`src/rtl/alu_writeback_pkg.sv`:
```
// alu_writeback_pkg
//   Shared types for the ALU write-back stage: ALU opcode enum, data and PC
//   types, the buffered write-back entry, and the opcode classification
//   helper that decides whether an instruction writes its destination.
package alu_writeback_pkg;

  localparam int ADDR_W  = 32;
  localparam int DATA_W  = 32;
  localparam int REG_AW  = 5;
  localparam int PC_STEP = 1;

  typedef logic [DATA_W-1:0] data_t;
  typedef logic [ADDR_W-1:0] instruction_memory_address_t;

  // Encodings 16..31 are unassigned and treated as unknown (no write, no redirect).
  typedef enum logic [4:0] {
    OP_ADD  = 5'd0,
    OP_SUB  = 5'd1,
    OP_MUL  = 5'd2,
    OP_DIV  = 5'd3,
    OP_ABS  = 5'd4,
    OP_SLT  = 5'd5,
    OP_SEQ  = 5'd6,
    OP_SNEZ = 5'd7,
    OP_MIN  = 5'd8,
    OP_SLL  = 5'd9,
    OP_ADDI = 5'd10,
    OP_MULI = 5'd11,
    OP_DIVI = 5'd12,
    OP_SLLI = 5'd13,
    OP_JAL  = 5'd14,
    OP_BEQZ = 5'd15
  } alu_instruction_t;

  typedef struct packed {
    alu_instruction_t            instr;
    instruction_memory_address_t pc;
    data_t                       imm;
    data_t                       result;
    logic [REG_AW-1:0]           rd;
  } wb_entry_t;

  function automatic logic writes_rd(input alu_instruction_t op);
    case (op)
      OP_ADD, OP_SUB, OP_MUL, OP_DIV, OP_ABS, OP_SLT, OP_SEQ, OP_SNEZ,
      OP_MIN, OP_SLL, OP_ADDI, OP_MULI, OP_DIVI, OP_SLLI, OP_JAL: return 1'b1;
      default:                                                   return 1'b0;
    endcase
  endfunction

endpackage

```
`src/rtl/alu_writeback_skid_buffer.sv`:
```
// wb_skid_buffer
//   Two-entry in-order FIFO of wb_entry_t sitting between the ALU pipeline
//   register and the register-file write port.
// Ports:
//   clk, rst_n       clock, async active-low reset (control state only)
//   push, push_entry enqueue an entry (caller guarantees not_full)
//   pop              dequeue the head (caller guarantees head_valid)
//   clear            drop every entry; dominates push and pop
//   head_valid       at least one entry held
//   head_entry       oldest entry
//   not_full         registered, derived from the post-edge occupancy
module wb_skid_buffer
  import alu_writeback_pkg::*;
(
  input  logic      clk,
  input  logic      rst_n,
  input  logic      push,
  input  wb_entry_t push_entry,
  input  logic      pop,
  input  logic      clear,
  output logic      head_valid,
  output wb_entry_t head_entry,
  output logic      not_full
);

  logic [1:0] count_q, count_d;
  logic       not_full_q, not_full_d;
  wb_entry_t  e0_q, e0_d;
  wb_entry_t  e1_q, e1_d;

  always_comb begin
    count_d = count_q;
    e0_d    = e0_q;
    e1_d    = e1_q;
    if (clear) begin
      count_d = 2'd0;
    end else begin
      case ({push, pop})
        2'b10: begin
          if (count_q == 2'd0) e0_d = push_entry;
          else                 e1_d = push_entry;
          count_d = count_q + 2'd1;
        end
        2'b01: begin
          e0_d    = e1_q;
          count_d = count_q - 2'd1;
        end
        // Push and pop together only happens at occupancy 1: new entry becomes head.
        2'b11: begin
          e0_d = push_entry;
        end
        default: ;
      endcase
    end
    not_full_d = (count_d < 2'd2);
  end

  always_ff @(posedge clk or negedge rst_n) begin
    if (!rst_n) begin
      count_q    <= 2'd0;
      not_full_q <= 1'b1;
    end else begin
      count_q    <= count_d;
      not_full_q <= not_full_d;
    end
  end

  // Payload storage needs no reset: it is only observed while count_q says valid.
  always_ff @(posedge clk) begin
    e0_q <= e0_d;
    e1_q <= e1_d;
  end

  assign head_valid = (count_q != 2'd0);
  assign head_entry = e0_q;
  assign not_full   = not_full_q;

endmodule

```
`src/rtl/alu_writeback.sv`:
```
// alu_writeback
//   Retires ALU results: writes the register file, resolves JAL / taken BEQZ
//   into a one-cycle PC redirect, squashes wrong-path entries, and counts
//   retired instructions. A 2-entry skid buffer absorbs write-port stalls.
// Ports:
//   clk, rst_n          clock, async active-low reset
//   flush               drop all buffered entries at the edge
//   in_valid/in_ready   upstream handshake (in_ready registered)
//   in_instr..in_rd     instruction context and ALU result
//   rf_we/waddr/wdata   register-file write request (addr/data hold when idle)
//   wb_ready            register-file port grants the write this cycle
//   redirect_valid/pc   fetch redirect pulse and target (target holds)
//   retired_count       instructions retired since reset
module alu_writeback
  import alu_writeback_pkg::*;
#(
  parameter int CNT_W = 32
) (
  input  logic                        clk,
  input  logic                        rst_n,
  input  logic                        flush,
  input  logic                        in_valid,
  output logic                        in_ready,
  input  alu_instruction_t            in_instr,
  input  instruction_memory_address_t in_pc,
  input  data_t                       in_imm,
  input  data_t                       in_result,
  input  logic [REG_AW-1:0]           in_rd,
  output logic                        rf_we,
  output logic [REG_AW-1:0]           rf_waddr,
  output data_t                       rf_wdata,
  input  logic                        wb_ready,
  output logic                        redirect_valid,
  output instruction_memory_address_t redirect_pc,
  output logic [CNT_W-1:0]            retired_count
);

  wb_entry_t push_entry, head;
  logic      head_valid, not_full, push, retire, redirect, writes;
  logic      is_jal, beqz_taken;

  instruction_memory_address_t target, link;
  data_t                       wdata_now;

  logic [REG_AW-1:0]           waddr_q, waddr_d;
  data_t                       wdata_q, wdata_d;
  instruction_memory_address_t redir_pc_q, redir_pc_d;
  logic [CNT_W-1:0]            retired_q, retired_d;

  assign push_entry = '{instr: in_instr, pc: in_pc, imm: in_imm, result: in_result, rd: in_rd};
  assign push       = in_valid && not_full;

  // A redirect squashes everything behind the retiring branch, including a
  // same-edge acceptance, so it shares the clear path with flush.
  wb_skid_buffer u_buf (
    .clk        (clk),
    .rst_n      (rst_n),
    .push       (push),
    .push_entry (push_entry),
    .pop        (retire),
    .clear      (flush || redirect),
    .head_valid (head_valid),
    .head_entry (head),
    .not_full   (not_full)
  );

  always_comb begin
    writes     = head_valid && writes_rd(head.instr) && (head.rd != '0);
    is_jal     = (head.instr == OP_JAL);
    beqz_taken = (head.instr == OP_BEQZ) && (head.result == data_t'(1));
    retire     = head_valid && (!writes || wb_ready);
    redirect   = retire && (is_jal || beqz_taken);
    link       = head.pc + ADDR_W'(PC_STEP);
    target     = is_jal ? head.result[ADDR_W-1:0] : head.pc + head.imm[ADDR_W-1:0];
    wdata_now  = is_jal ? DATA_W'(link) : head.result;
    waddr_d    = writes   ? head.rd   : waddr_q;
    wdata_d    = writes   ? wdata_now : wdata_q;
    redir_pc_d = redirect ? target    : redir_pc_q;
    retired_d  = retired_q + (retire ? CNT_W'(1) : CNT_W'(0));
  end

  always_ff @(posedge clk or negedge rst_n) begin
    if (!rst_n) begin
      waddr_q    <= '0;
      wdata_q    <= '0;
      redir_pc_q <= '0;
      retired_q  <= '0;
    end else begin
      waddr_q    <= waddr_d;
      wdata_q    <= wdata_d;
      redir_pc_q <= redir_pc_d;
      retired_q  <= retired_d;
    end
  end

  assign in_ready       = not_full;
  assign rf_we          = writes;
  assign rf_waddr       = waddr_d;
  assign rf_wdata       = wdata_d;
  assign redirect_valid = redirect;
  assign redirect_pc    = redir_pc_d;
  assign retired_count  = retired_q;

endmodule

```
`config.mk`:
```
export PLATFORM = sky130hd
export DESIGN_NAME = alu_writeback
export DESIGN_NICKNAME = d
export VERILOG_FILES = /design/src/rtl/alu_writeback_pkg.sv /design/src/rtl/alu_writeback_skid_buffer.sv /design/src/rtl/alu_writeback.sv
export SDC_FILE = /design/constraint.sdc
export NUM_CORES = 1
export LEC_CHECK = 0
export ABC_CLOCK_PERIOD_IN_PS = 10300
export CAP_MARGIN = 10
export CORE_MARGIN = 5
export CORE_UTILIZATION = 54
export DETAILED_ROUTE_END_ITERATION = 8
export PLACE_DENSITY = 0.85
export SETUP_SLACK_MARGIN = 0.4
export SLEW_MARGIN = 30
export SYNTH_ARGS = -nofsm -noshare
export SYNTH_HDL_FRONTEND = slang
export SYNTH_SLANG_ARGS = --single-unit
```
`constraint.sdc`:
```
create_clock -name clk -period 10.3 [get_ports clk]
set_input_delay 1.545 -clock clk [delete_from_list [all_inputs] [get_ports clk]]
set_output_delay 1.545 -clock clk [all_outputs]
set_load 0.05 [all_outputs]
```
==> out/metrics.cfg, run 1 <==
[placement]
dp_hpwl_um=24640
placed_area_sq_um=16900
portBuffers=214
place.gp.congestion=0.9294

[floorplan]
design.die.area_sq_um=29920
num_rows=59
die_w_um=173.0
core_sq_um=26130
start_util_pct=54.88
fp.dieH_um=173.0
ios=215

[clocking]
cts_buffer_depth=3
cts_root_buffer=clkbuf_16
h-tree-depth=2
cts-resized-gates=0
clk_latency_ns=0.50
cts.sinks=317
numCtsBuffers=34
cts_tree=done
postCtsSetupRepairBufs=0
clk_pin_slew_ns=0.07
ctsHoldBuffers=0

[setup_path]
crit_buf_inv=1
path_cells=ha_1, nand4_1, nor2_1, nand4_1, nor2_1, nand3_1, xor2_1, nand2_1, o21ai_0, o21ai_0, clkdlybuf4s50_1
cpMaxStageDelayCell=clkdlybuf4s50_1
cp_top_family=simple AND/OR/NAND/NOR gates
required_ns=8.76
arrival_ns=4.53
r2r_cells=10
startpoint_type=register
worst-path-max-fanout=6
critPathKind=register to output port
path_depth=11
worstSetupEndpointType=output port
max_stage_delay_ns=0.93

[sta]
setup_viol=0
finalHoldViolations=0
period_share_pct=58.96
report.final.slew_viol_count=0
rsz0062_at_grt=false
min_period_ns=6.072
clock_skew_ns=0.01352
whs_ns=0.4785
slew_headroom_pct=38.87
tns_ns=0
worst_pin_slew_ns=0.9169
max_freq_ghz=0.1647

[global_routing]
grt_pass1_wl_um=55230
grtUsageTotal_pct=22.77
grt_pass1_vias=10070
antenna_found_initial=1
grt_overflow=0
grt_max_degree=77

[layout]
area_delta_synth_final_pct=26.19
final_nets=1489
drive_above_1_share_pct=14.06
layout_common_cells=clkdlybuf4s50_1, edfxtp_1, nand2_1
diodes=0
fin_area_sq_um=18100
final_common_cell=clkdlybuf4s50_1

[routing]
wl_um=34830
drc=0
vias=9868
routed_via_density=5.801
first_pass_iters=6
antenna_left=0
drt_iter0_markers=836
wire_per_inst_um=20.48

[synth]
synth_area_per_cell_sq_um=12.85
synth_nets=1265
async_flop_share_pct=32.81
ys_ff_latch=317
ys_types=63
synthCells=1116
synth_area_sq_um=14340
ys.flop_type=edfxtp_1
synth-edff-count=212
ys_seq_area_share_pct=62.68
yosysWarnings=0

[hold_path]
hold_class=register to register
min_path_cells=1

[pwr]
power.leakage_nw=6.762
irDropWorstVdd_uv=141.3
power_density_nw_per_um2=293.0

[run]
max-cap-violations=0

[run_status]
outcome=finished, final reports clean

-- cell usage after synthesis (2+ instances only) --
cell      count  area, sq um
or4_1         3        22.52
nand2_1     139        521.8
xnor2_1      44        385.4
a31oi_1       3        18.77
o21bai_1      6        45.04
dfrtp_1     103         2577
o21a_1        2        15.01
edfxtp_1    212         6366
a211oi_1      4        30.03
a221o_1       2        20.02
a22oi_1       4        30.03
a21oi_1      45        225.2
o21ai_0      98        490.5
buf_1         4        15.01
nand2b_1      4        25.02
clkbuf_1     30        112.6
or3_1         6        37.54
a21o_1       13        97.59
nor4_1        8        50.05
ha_1         37        462.9
o21ai_2       2        17.52
nor2b_1       3        18.77
o21ai_1       7        35.03
nand3_1      38        190.2
and4_1        4        35.03
o211ai_1      5        37.54
xor2_1       42        367.9
nand4_1      17        106.4
nor3_1        7        35.03
mux2i_1      13        130.1
nor3_2        2        20.02
mux2_2      106         1194
inv_1        18        67.56
and3_1        9        56.30
buf_2         3        15.01
nor2_1       46        172.7
-- report_power, final --
group	internal, mW	total (mW)	switching [mW]
Combinational	0.750	2.14	1.39
Clock	0.786	1.28	0.491
Sequential	1.72	1.88	0.164
Total	3.25	5.30	2.05
-- state kept, by name, summed over array words and instances (netlist names), named ones only --
register,cells
u_buf.e1_q,106
retired_count,32
wdata_q,32
redir_pc_q,32
u_buf.head_entry,106
u_buf.not_full,1
u_buf.count_q,2
waddr_q,5
-- kinds of logic after synthesis --
family                     Yosys count  share of synthesized area [%]
AOI/OAI and AO/OA                  203                          8.235
xor gates and xnor gates            86                          5.252
adders and majority gates           38                          3.367
buffers and inverters               56                          1.500
DFF                                317                          62.68
muxes                              120                          9.334
and+or+nand+nor                    296                          9.631
-- through the flow --
| step | util [%] | cells | worst slack [ns] | total power, mW |
|---|---|---|---|---|
| after floorplan | - | 1116 | 1.300 | 3.321 |
| after global placement | 64.63 | 1638 | 4.494 | 3.968 |
| after detailed placement | 64.66 | 1639 | 4.398 | 4.026 |
| final | 69.26 | 1701 | 4.228 | 5.303 |
| after global routing | 69.26 | 1701 | 4.011 | 5.552 |
| after CTS | 69.23 | 1701 | 4.257 | 5.325 |
-- final cells by class --
class                      count  area, sq um
inverter                      19        72.57
timing repair buffer         225         2230
sequential                   317         8990
clock inverter                16        192.7
tap                          335        419.2
clock buffer                  46         1001
fill                        1784         8034
multi-input combinational    743         5194
-- path summary, 6_finish.rpt --
path | startpoint | end | slack, ns
max | u_buf.head_entry[70] | rf_wdata[22] | 4.23
min | retired_count[31] | retired_count[31] | 0.48
max reg2reg | u_buf.head_entry[3] | u_buf.count_q[1] | 6.14
min reg2reg | retired_count[31] | retired_count[31] | 0.48
max in group asynchronous | rst_n | wdata_q[18] | 8.26
min in group asynchronous | rst_n | waddr_q[1] | 1.03
-- per-layer routing --
metal | wire (um) | global-route usage (%)
met1 | 14590 | 30.86
met2 | 16660 | 37.15
met3 | 2394 | 4.520
met4 | 1167 | 7.882
met5 | 13 | 0
Power figures use the tool's default switching activity.
==> run 2, diff against run 1 <==
--- a/config.mk
+++ b/config.mk
@@ -5,7 +5,7 @@
 export SDC_FILE = /design/constraint.sdc
 export NUM_CORES = 1
 export LEC_CHECK = 0
-export ABC_CLOCK_PERIOD_IN_PS = 10300
+export ABC_CLOCK_PERIOD_IN_PS = 5890
 export CAP_MARGIN = 10
 export CORE_MARGIN = 5
 export CORE_UTILIZATION = 54
==> constraint.sdc (replaced) <==
create_clock -name clk -period 5.89 [get_ports clk]
set_input_delay 0.8835 -clock clk [delete_from_list [all_inputs] [get_ports clk]]
set_output_delay 0.8835 -clock clk [all_outputs]
set_load 0.05 [all_outputs]
==> run 2 against run 1 <==
Against the previous run:
- first-iteration DRC count up 0.24%
- core utilization hardly changed
- largest power group unchanged
- sequential power up 76%
- die area did not move
- combinational power up 74%
- routed wire length shrank 2.1%
==> out/metrics.cfg, run 2 (synthesis results as in run 1) <==
[run_status]
outcome=finished, final reports clean

[pwr]
power_frac_comb_pct=40.7  ; +0.3 points
p_sw_share_pct=38.81  ; +0.18 points
switchingPower_mw=3.557  ; +74%
internal_power_mw=5.608  ; +72%
clkPwrFrac_pct=23.3  ; -0.8 points
irDropWorstVdd_uv=251.9  ; +78%
power.leakage_nw=6.729  ; -0.49%
power.total_mw=9.165  ; +73%
seqPwrFrac_pct=36.0  ; +0.5 points
power_density_nw_per_um2=506.7  ; +73%

[setup_path]
required_ns=5.01  ; -3.75 ns
max_stage_delay_ns=0.88  ; -0.05 ns
cpMaxStageDelayCell=clkdlybuf4s50_1
worst-path-max-fanout=6  ; unchanged
critPathKind=register to output port
cp_common_cell=a21oi_1
startpoint_type=register
cp_top_family=compound AO/OA/AOI/OAI gates
crit_buf_inv=1  ; unchanged
path_cells=ha_1, a21oi_1, a21oi_1, o31ai_2, a31oi_2, a31oi_1, a21oi_1, a41oi_2, mux2i_1, a21oi_1, clkdlybuf4s50_1
worstSetupEndpointType=output port
arrival_ns=4.38  ; -0.15 ns

[clocking]
numCtsBuffers=34  ; unchanged
ctsHoldBuffers=0  ; unchanged
cts_root_buffer=clkbuf_16
h-tree-depth=2  ; unchanged
cts.sinks=317  ; unchanged
cts_tree=done
cts_buffer_depth=3  ; unchanged
clk_pin_slew_ns=0.07  ; about the same
clk_latency_ns=0.51  ; about the same

[floorplan]
design.die.area_sq_um=29920  ; unchanged
ios=215  ; unchanged
num_rows=59  ; unchanged
die_w_um=173.0  ; unchanged
fp.dieH_um=173.0  ; unchanged
start_util_pct=54.88  ; unchanged
core_sq_um=26130  ; unchanged

[placement]
portBuffers=214  ; unchanged
dp_hpwl_um=24120  ; -2.1%
place.gp.congestion=0.9158  ; -1.5%
placed_area_sq_um=16940  ; +0.24%

[layout]
diodes=0  ; unchanged
final_nets=1488  ; -0.067%
fin_area_sq_um=18090  ; about the same
layout_common_cells=clkdlybuf4s50_1, edfxtp_1, nand2_1
drive_above_1_share_pct=14.22  ; +0.17 points
area_delta_synth_final_pct=26.11  ; about the same
final_common_cell=clkdlybuf4s50_1
post-route-util_pct=69.21  ; about the same

[global_routing]
antenna_found_initial=0  ; -1
grt_max_degree=103  ; +34%
grtUsageTotal_pct=22.34  ; -0.43 points
grt_pass1_wl_um=54140  ; -2.0%
grt_overflow=0  ; unchanged
grt_pass1_vias=9879  ; -1.8%

[routing]
top_layer=met4
drt_iter0_markers=838  ; +0.24%
vias=9699  ; -1.7%
drc=0  ; unchanged
wl_met2_um=15920  ; -4.5%
wl_um=34090  ; -2.1%
routed_via_density=5.709  ; -1.6%
first_pass_iters=7  ; +1
wire_per_inst_um=20.07  ; -2.0%
m1WireLength_um=14620  ; +0.21%
antenna_left=0  ; unchanged
wl_met3_um=2301  ; -3.9%

[run]
max-cap-violations=0  ; unchanged

[sta]
setup_viol=0  ; unchanged
max_freq_ghz=0.1901
report.final.slew_viol_count=0  ; unchanged
period_share_pct=89.31
rsz0062_at_grt=false
tns_ns=0  ; unchanged
slew_headroom_pct=45.77  ; +6.9 points
worst_pin_slew_ns=0.8112  ; -0.1057 ns
clock_skew_ns=0.01509  ; +0.001575 ns
finalHoldViolations=0  ; unchanged
whs_ns=0.3895  ; -0.08901 ns
min_period_ns=5.260

[hold_path]
hold_class=primary input to async pin

## run 2: changes by cell type in the layout (fill, tap and decap cells not counted), sizes merged
cell / delta
buf: -1
bufinv: -1
clkinvlp: +1
clkinv: +3
clkbuf: -4
## run 2: per-stage QoR
step,setup slack [ns],std cells
after floorplan,0.3070,1116
after global placement,1.210,1637
after detailed placement,1.203,1637
after CTS,0.6356,1698
after global routing,0.4076,1699
final,0.6297,1699
## run 2: routing by layer
layer,track usage (%),vias to the layer above
met5,0,-
met4,8.181,0
met3,4.214,74
met2,35.90,372
met1,30.70,4688
li1,-,4565
## run 2: worst paths after layout
path	to	slack, ns	depth (start not counted)	from
hold reg to reg	retired_count[31]	0.47	1	retired_count[31]
setup reg to reg	retired_count[26]	2.12	12	u_buf.head_entry[0]
min in group clk	retired_count[31]	0.47	1	retired_count[31]
hold / removal	waddr_q[3]	0.39	1	rst_n
max in group asynchronous	wdata_q[20]	4.28	2	rst_n
setup / recovery	redirect_pc[31]	0.63	11	u_buf.head_entry[71]
## run 2: timing repair
action / 4_1_cts / 5_1_grt
setup endpoints to repair: 0 / 2
gates resized for setup: 0 / 1
buffers inserted: 0 / 0
## run 2: worst reg2reg max path: cells and delay by family (launching register included)
family | cells | cell delay, ns
and+or+nand+nor | 7 | 1.84
AOI/OAI and AO/OA | 2 | 0.77
adders and majority gates | 2 | 0.54
DFF | 1 | 0.38
xor gates and xnor gates | 1 | 0.14
## run 2: power by group through the flow
stage	clock, mW	combinational [mW]	sequential [mW]
after floorplan	0	2.49	3.32
after global placement	0	3.65	3.30
after detailed placement	0	3.71	3.33
after CTS	2.18	3.73	3.29
after global routing	2.27	3.97	3.35
final	2.14	3.73	3.30
## run 2: area by class of cell
| cell class | instances | area (sq um) |
|---|---|---|
| sequential | 317 | 8990 |
| clock buffer | 42 | 944.7 |
| tap | 335 | 419.2 |
| timing repair buffer | 224 | 2252 |
| inverter | 19 | 76.32 |
| multi-input combinational | 743 | 5223 |
| fill | 1813 | 8045 |
| clock inverter | 19 | 182.7 |
==> run 3, diff against run 2 <==
--- a/config.mk
+++ b/config.mk
@@ -5,12 +5,11 @@
 export SDC_FILE = /design/constraint.sdc
 export NUM_CORES = 1
 export LEC_CHECK = 0
-export ABC_CLOCK_PERIOD_IN_PS = 5890
 export CAP_MARGIN = 10
 export CORE_MARGIN = 5
-export CORE_UTILIZATION = 54
+export CORE_UTILIZATION = 45
 export DETAILED_ROUTE_END_ITERATION = 8
-export PLACE_DENSITY = 0.85
+export PLACE_DENSITY = 0.73
 export SETUP_SLACK_MARGIN = 0.4
 export SLEW_MARGIN = 30
 export SYNTH_ARGS = -nofsm -noshare
==> run 3 against run 2 <==
Against the previous run:
- first-iteration DRC count decreased by 34%
- clock-buffer cell count increased by 2
- fmax increased by 1.5%
- sequential share of layout area decreased by 0.22 points
- via count decreased by 1.7%
- worst setup slack improved by 0.078 ns
- cell area increased by 0.44%
- critical path depth unchanged
- sequential cell count unchanged
- largest cell class unchanged
- highest routed layer is now met5
==> out/metrics.cfg, run 3 (synthesis results as in run 1) <==
[hold_path]
hold_class=primary input to async pin

[clocking]
cts_tree=done
cts_root_buffer=clkbuf_16
h-tree-depth=2  ; unchanged
cts_buffer_depth=3  ; unchanged
clk_pin_slew_ns=0.06  ; about the same
postCtsSetupRepairBufs=0  ; unchanged
cts.sinks=317  ; unchanged
numCtsBuffers=35  ; +2.9%
clk_latency_ns=0.50  ; about the same

[global_routing]
grt_pass1_vias=9788  ; -0.92%
grt_overflow=0  ; unchanged
antenna_found_initial=1  ; +1
grt_pass1_wl_um=53770  ; -0.69%
grtUsageTotal_pct=18.83  ; -3.5 points
grt_max_degree=108  ; +4.9%

[sta]
finalHoldViolations=0  ; unchanged
rsz0062_at_grt=false
min_period_ns=5.183  ; -0.07757 ns
period_share_pct=87.99  ; -1.3 points
clock_skew_ns=0.01078  ; -0.004316 ns
report.final.slew_viol_count=0  ; unchanged
worst_pin_slew_ns=0.8257  ; +0.01443 ns
max_freq_ghz=0.1929  ; +1.5%
slew_headroom_pct=44.75  ; -1.0 points
tns_ns=0  ; unchanged
setup_viol=0  ; unchanged

[routing]
m1WireLength_um=15350  ; +5.0%
drt_iter0_markers=553  ; -34%
top_layer=met5
wl_met2_um=15560  ; -2.2%
routed_via_density=5.398  ; -5.5%
antenna_left=0  ; unchanged
wl_met3_um=2057  ; -11%
vias=9532  ; -1.7%
first_pass_iters=5  ; -2
drc=0  ; unchanged
wl_um=33810  ; -0.83%
wire_per_inst_um=19.15  ; -4.6%

[floorplan]
design.die.area_sq_um=35540  ; +19%
die_w_um=188.5  ; +9.0%
core_sq_um=31470  ; +20%
num_rows=65  ; +10%
fp.dieH_um=188.5  ; +9.0%
ios=215  ; unchanged
start_util_pct=45.57  ; -9.3 points

[setup_path]
cp_top_family=simple AND/OR/NAND/NOR gates
crit_end=redirect_pc[30]
cp_common_cell=nand2_1
ff2ff_setup_slack_ns=2.24  ; +0.12 ns
arrival_ns=4.30  ; -0.08 ns
worst-path-max-fanout=6  ; unchanged
path_depth=11  ; unchanged
path_cells=ha_1, nand2_1, nor4_1, o311ai_0, nand2_1, and4bb_2, o21ai_2, a31oi_1, xor2_1, o21ai_1, clkdlybuf4s50_1
required_ns=5.01  ; about the same
worstSetupEndpointType=output port
startpoint_type=register
cpMaxStageDelayCell=clkdlybuf4s50_1
rr_endpoint=retired_count[28]
r2r-start=u_buf.head_entry[0]
crit_buf_inv=1  ; unchanged
critPathKind=register to output port
worstSetupStartpoint=u_buf.head_entry[84]
r2r_cells=13  ; +1
max_stage_delay_ns=0.87  ; about the same

[layout]
area_delta_synth_final_pct=26.66
layout_common_cells=edfxtp_1, clkdlybuf4s50_1, nand2_1
final_nets=1488  ; unchanged
drive_above_1_share_pct=14.00  ; -0.22 points
layoutNonFillerInstCount=1766  ; +3.9%
final_common_cell=edfxtp_1
post-route-util_pct=57.72  ; -11 points
diodes=0  ; unchanged

[pwr]
power_density_nw_per_um2=500.4  ; -1.2%
irDropWorstVdd_uv=253.5  ; +0.61%
power.leakage_nw=6.771  ; +0.63%

[placement]
dpl.cell_count=1704  ; +4.1%
place.gp.congestion=0.9200  ; +0.46%
portBuffers=214  ; unchanged
dp_hpwl_um=24340  ; +0.90%

[run]
max-cap-violations=0  ; unchanged

[run_status]
outcome=finished, final reports clean

run 3: worst reg2reg max path, stage by stage, from the launching register on:
cell and delay (ns):
edfxtp_1 0.38, or4_1 0.54, o21ai_1 0.22, o22a_1 0.27, buf_4 0.25, ha_1 0.25
ha_1 0.21, nand3_1 0.16, nor2_1 0.31, and4_1 0.28, nand4_1 0.21, nor2_1 0.24
nand2_1 0.10, xnor2_1 0.13
run 3: final cells by class:
class                      instances  area (sq um)
sequential                       317          8990
inverter                          19         76.32
clock inverter                    18         140.1
fill                            2507         13310
multi-input combinational        743          5220
clock buffer                      44         972.2
tap                              402         503.0
timing repair buffer             223          2265
run 3: metrics by stage:
step	cell area [sq um]	hold slack, ns	setup slack, ns	power (mW)
after floorplan	14410	0.5232	0.3070	5.809
after global placement	17050	0.4615	1.191	6.978
after detailed placement	17050	0.4579	1.042	7.037
after CTS	18160	0.3761	0.5155	9.175
after global routing	18170	0.4041	0.4046	9.570
final	18170	0.3630	0.7073	9.091
run 3: power breakdown:
| group | internal [mW] | total [mW] | switching [mW] |
|---|---|---|---|
| clock network | 1.26 | 2.10 | 0.849 |
| registers | 3.01 | 3.29 | 0.281 |
| logic | 1.33 | 3.70 | 2.38 |
| total | 5.59 | 9.09 | 3.50 |
run 3: how the worst min path moves through the flow:
stage	from	endpoint	slack, ns	cells past startpoint
4_1_cts	rst_n	waddr_q[1]	0.38	1
5_1_grt	rst_n	waddr_q[1]	0.40	1
6_report	rst_n	waddr_q[1]	0.36	1
3_5_place_dp	waddr_q[3]	waddr_q[3]	0.46	2
2_1_floorplan	u_buf.e1_q[0]	u_buf.head_entry[0]	0.52	1
3_3_place_gp	waddr_q[3]	waddr_q[3]	0.46	2
run 3: routing by layer:
metal  track usage, %  vias up
li1                 -     4562
met1            27.04     4612
met2            29.81      303
met3            3.353       53
met4            5.213        2
met5                0        -
run 3: repair_timing:
| item | in CTS | in global routing |
|---|---|---|
| resized for setup | 0 | 3 |
| hold buffers | 0 | 0 |
| hold endpoints to repair | 0 | 0 |
| endpoints found under the setup margin | 0 | 3 |
